===== config.mk =====
export PLATFORM = sky130hd
export DESIGN_NAME = maxpool_relu
export DESIGN_NICKNAME = d
export VERILOG_FILES = /design/src/rtl/maxpool_relu.sv
export SDC_FILE = /design/constraint.sdc
export NUM_CORES = 1
export LEC_CHECK = 0
export BUFFER_PORTS_ARGS = -buffer_cell sky130_fd_sc_hd__buf_2
export CAP_MARGIN = 20
export CORE_AREA = 3 3 187 189
export CTS_BUF_LIST = sky130_fd_sc_hd__clkbuf_4 sky130_fd_sc_hd__clkbuf_8
export DETAILED_ROUTE_END_ITERATION = 10
export DIE_AREA = 0 0 190 192
export GPL_TIMING_DRIVEN = 1
export PLACE_DENSITY = 0.54
export SLEW_MARGIN = 40
export SYNTH_ARGS = -nofsm -noshare
export SYNTH_HDL_FRONTEND = slang
export SYNTH_SLANG_ARGS = --single-unit
export TNS_END_PERCENT = 100

===== constraint.sdc =====
create_clock -name clk -period 6.9 [get_ports clk]
set_input_delay 0.69 -clock clk [delete_from_list [all_inputs] [get_ports clk]]
set_output_delay 0.69 -clock clk [all_outputs]
set_load 0.03 [all_outputs]

===== src/rtl/maxpool_relu.sv =====
// Streaming P x P max-pool with optional ReLU over an M x M raster stream.
// Horizontal maxima fold into a one-row partial-max buffer; one pooled output per window.
module maxpool_relu #(
  parameter int dataWidth = 16,
  parameter int M         = 26,
  parameter int P         = 2,
  parameter int RELU      = 1
) (
  input  logic                 clk,
  input  logic                 global_rst,
  input  logic                 ce,
  input  logic [dataWidth-1:0] data_in,
  input  logic                 valid_in,
  output logic [dataWidth-1:0] data_out,
  output logic                 valid_out,
  output logic                 end_pool
);
  localparam int CW = $clog2(M) + 1;
  localparam int PW = $clog2(P) + 1;
  localparam int NW = M / P;
  localparam int IW = (NW > 1) ? $clog2(NW) : 1;
  localparam logic [CW-1:0] COL_LAST = CW'(M - 1);
  localparam logic [CW-1:0] MU_C     = CW'((M / P) * P);
  localparam logic [CW-1:0] IDX_LAST = CW'(NW - 1);
  localparam logic [PW-1:0] PH_LAST  = PW'(P - 1);

  function automatic logic signed [dataWidth-1:0] smax(
    input logic signed [dataWidth-1:0] a,
    input logic signed [dataWidth-1:0] b
  );
    return (a > b) ? a : b;
  endfunction

  // col/row are the raster position; cph/rph are position within a window and
  // cidx/ridx the window index, kept as counters to avoid dividers.
  logic [CW-1:0] col, row, cidx, ridx;
  logic [PW-1:0] cph, rph;
  logic signed [dataWidth-1:0] din, hmax, hcur, bcur, vmax;
  logic signed [dataWidth-1:0] pbuf [NW];
  logic accept, usable, grp_end, win_done, frame_end;

  always_comb begin
    din       = $signed(data_in);
    accept    = ce & valid_in;
    usable    = (col < MU_C) && (row < MU_C);
    hcur      = (cph == '0) ? din : smax(hmax, din);
    bcur      = pbuf[cidx[IW-1:0]];
    vmax      = (rph == '0) ? hcur : smax(bcur, hcur);
    grp_end   = accept & usable & (cph == PH_LAST);
    win_done  = grp_end & (rph == PH_LAST);
    frame_end = win_done & (cidx == IDX_LAST) & (ridx == IDX_LAST);
  end

  always_ff @(posedge clk or negedge global_rst) begin
    if (!global_rst) begin
      col  <= '0;
      row  <= '0;
      cph  <= '0;
      rph  <= '0;
      cidx <= '0;
      ridx <= '0;
    end else if (accept) begin
      if (col == COL_LAST) begin
        col  <= '0;
        cph  <= '0;
        cidx <= '0;
        if (row == COL_LAST) begin
          row  <= '0;
          rph  <= '0;
          ridx <= '0;
        end else begin
          row  <= row + CW'(1);
          rph  <= (rph == PH_LAST) ? '0 : rph + PW'(1);
          ridx <= ridx + CW'(rph == PH_LAST);
        end
      end else begin
        col  <= col + CW'(1);
        cph  <= (cph == PH_LAST) ? '0 : cph + PW'(1);
        cidx <= cidx + CW'(cph == PH_LAST);
      end
    end
  end

  always_ff @(posedge clk or negedge global_rst) begin
    if (!global_rst) hmax <= '0;
    else if (accept && usable) hmax <= hcur;
  end

  // Every entry is written on row phase 0 before any read, so no reset needed.
  always_ff @(posedge clk) begin
    if (grp_end) pbuf[cidx[IW-1:0]] <= vmax;
  end

  always_ff @(posedge clk or negedge global_rst) begin
    if (!global_rst) begin
      data_out  <= '0;
      valid_out <= 1'b0;
      end_pool  <= 1'b0;
    end else begin
      valid_out <= win_done;
      end_pool  <= frame_end;
      if (win_done) data_out <= (RELU != 0 && vmax[dataWidth-1]) ? '0 : vmax;
    end
  end
endmodule


==> flow_summary.yaml <==
sta:
  final_hold_viol_count: 0
  fmax_ghz: 0.172
  maxSlewViolCount: 0
  min_period_ns: 5.80
  fin_ws_ns: 1.10
  slew_headroom: 0.477
  period_share: 0.841
  clock_skew_ns: 0.0243
  rsz0062_at_grt: "no"
  setup_viol: 0
  setup_tns_ns: 0
  worstMarginPinSlew_ns: 0.785
worst_setup_path:
  path_class: "flop to flop"
  cp_data_required_time_ns: 7.15
  worstSetupStartpointType: "flop"
  reg2reg_depth: 15
  endpoint_kind: "flop"
  worstPathMaxFanout: 18
  worstPathArrival_ns: 6.06
cts:
  ctsHoldBuffers: 0
  cts_buffer_depth: 3
  cts.sinks: 269
  cts_tree: "yes"
  cts_root_buf: "clkbuf_8"
  postCtsSetupBuffers: 0
  numCtsBuffers: 44
  h-tree-depth: 2
  insertion_delay_ns: 0.57
  cts.clk_slew.worst_paths_ns: 0.06
  post_cts_resized: 0
grt:
  antenna_found_initial: 0
  grt_max_degree: 62
  grt_overflow: 0
  gr-usage-all-layers: 0.159
  grt_pass1_wl_um: 43800
  grt_pass1_vias: 7143
die:
  die_x_um: 190
  core_um2: 33400
  die_area_um2: 36500
  die_y_um: 192
  initial_core_util: 0.358
  rows: 67
  ios: 38
logic_synthesis:
  synth_top_area_frac: 0.521
  syn-num-nets: 847
  async_flop_share: 0.227
  synth-edff-count: 208
  synth-warning-count: 0
  synth_top_cell_by_area: "edfxtp_1"
  syn_inst: 787
  yosysMostFrequentCell: "edfxtp_1"
  syn_area_um2: 12000
  synth-main-ff-cell: "edfxtp_1"
  netlist_top_cells_count: "208 x edfxtp_1, 68 x nor2_1, 63 x mux4_2"
  ys_ff_latch: 269
  synth.avg_cell_area_um2: 15.2
  yosysUniqueCellTypes: 59
  netlist_top_cells_area: "edfxtp_1 52%, dfrtp_1 13%, mux4_2 12%"
  ys_seq_area_frac: 0.649
pwr:
  switching_share: 0.316
  p_comb_frac: 0.275
  ir_worst_vdd_mv: 0.155
  power.internal_mw: 3.25
  powerDensity_nw_per_um2: 346
  pwr-share-seq: 0.431
  p_leak_nw: 4.97
  p_switching_mw: 1.50
  p_clk_frac: 0.295
detailed_routing:
  via_per_inst: 5.30
  drcViolationCount: 0
  dr.first_iter.drc_count: 610
  drtPass1Iterations: 5
  vias: 7081
  ant_nets: 0
  drt-wirelength-per-cell_um: 21.4
  wirelength_um: 28500
finish:
  final_nets: 912
  fin_area_um2: 13700
  num_antenna_cells: 0
  area_growth_pct: 14.7
  drive_gt1_frac: 0.275
placed_design:
  post-place-ws_ns: 0.668
  port_buffers: 36
  hpwl_um: 17900
  placedInstanceArea_um2: 12800
  place.gp.congestion: 0.819
run:
  max-cap-violations: 0
hold_path:
  hold_path_class: "input pin to async pin"
status:
  status: "completed"
==> kinds of logic after synthesis <==
kind of cell,synth area share
other,0.000313
AOI/OAI and AO/OA,0.0861
buffers and inverters,0.0224
adders and majority gates,0.0418
and+or+nand+nor,0.0767
muxes,0.121
DFF,0.649
xor gates and xnor gates,0.00293
==> power groups by stage <==
stage / combinational, mW / sequential [mW] / clock [mW]
final: 1.31 / 2.05 / 1.40
after global routing: 1.44 / 2.07 / 1.51
after CTS: 1.31 / 2.05 / 1.44
after detailed placement: 1.30 / 2.08 / 0
after global placement: 1.26 / 2.11 / 0
after floorplan: 0.996 / 1.99 / 0
==> layout make-up <==
cell class                 instances  area [µm²]
sequential                       269        7780
clock inverter                    18         116
multi-input combinational        454        4030
tap                              448         561
clock buffer                      64         787
timing repair buffer              58         374
inverter                          25        93.8
fill                            3053       19700
==> metrics by stage <==
step,hold slack [ns],total power [mW],instances,utilization
3_5_place_dp,0.470,3.39,1254,0.383
3_3_place_gp,0.464,3.37,1253,0.382
4_1_cts,0.218,4.80,1336,0.410
2_1_floorplan,0.394,2.99,787,-
6_report,0.223,4.75,1336,0.411
5_1_grt,0.247,5.02,1336,0.411
==> per-layer routing <==
metal / GRT usage / share of wire / up-vias
met2: 0.251 / 0.47 / 176
li1: - / - / 3219
met5: 0 / 0 / -
met4: 0.0557 / 0.024 / 0
met1: 0.222 / 0.45 / 3637
met3: 0.0288 / 0.050 / 49
==> registers in the layout (all words and copies together) (netlist names) <==
signal and flops:
valid_out 1, ridx 6, row 6, cph 2, col 6, data_out 15, rph 2, cidx 6
pbuf 208, hmax 16, end_pool 1
==> path summary, 6_finish.rpt <==
kind | endpoint | slack, ns | start
setup reg to reg | pbuf[3][7] | 1.10 | hmax[13]
setup / recovery | pbuf[3][7] | 1.10 | hmax[13]
max in group asynchronous | cidx[0] | 6.22 | global_rst
hold / removal | row[4] | 0.22 | global_rst
min in group clk | data_out[1] | 0.48 | data_out[1]
hold reg to reg | data_out[1] | 0.48 | data_out[1]
==> worst max-delay path: stages (launching register included) <==
cell     delay (ns)
dfrtp_1        0.47
ha_1           0.33
nand4_1        0.17
nor2_1         0.08
nor3_2         0.27
nand4_1        0.64
a21oi_1        0.67
nor2_1         0.13
ha_1           0.35
nand4_1        0.19
o41ai_1        0.51
a311o_1        0.27
and2_1         0.40
buf_4          0.34
nor2_1         0.10
nor2_1         0.58
==> cell usage in the layout (no fill, tap or decap), drive strengths merged, types with 2 or more instances in the layout <==
| master | instances |
|---|---|
| dfrtp | 61 |
| a21o | 8 |
| inv | 26 |
| a21oi | 59 |
| clkinv | 14 |
| a31oi | 5 |
| xor2 | 3 |
| or2 | 2 |
| nand3 | 18 |
| a2111oi | 6 |
| nor2 | 69 |
| o21ai | 35 |
| mux2i | 2 |
| o221a | 2 |
| nand4 | 13 |
| o22a | 6 |
| nor4 | 2 |
| nand3b | 2 |
| clkinvlp | 2 |
| and2 | 10 |
| mux4 | 63 |
| o41ai | 11 |
| clkbuf | 64 |
| or4b | 2 |
| a211oi | 9 |
| nand2 | 49 |
| nor4b | 2 |
| ha | 40 |
| buf | 58 |
| edfxtp | 208 |
| nor3 | 12 |
| nor2b | 3 |
| nand2b | 5 |
Note: power is estimated with default switching activity, not from simulation.
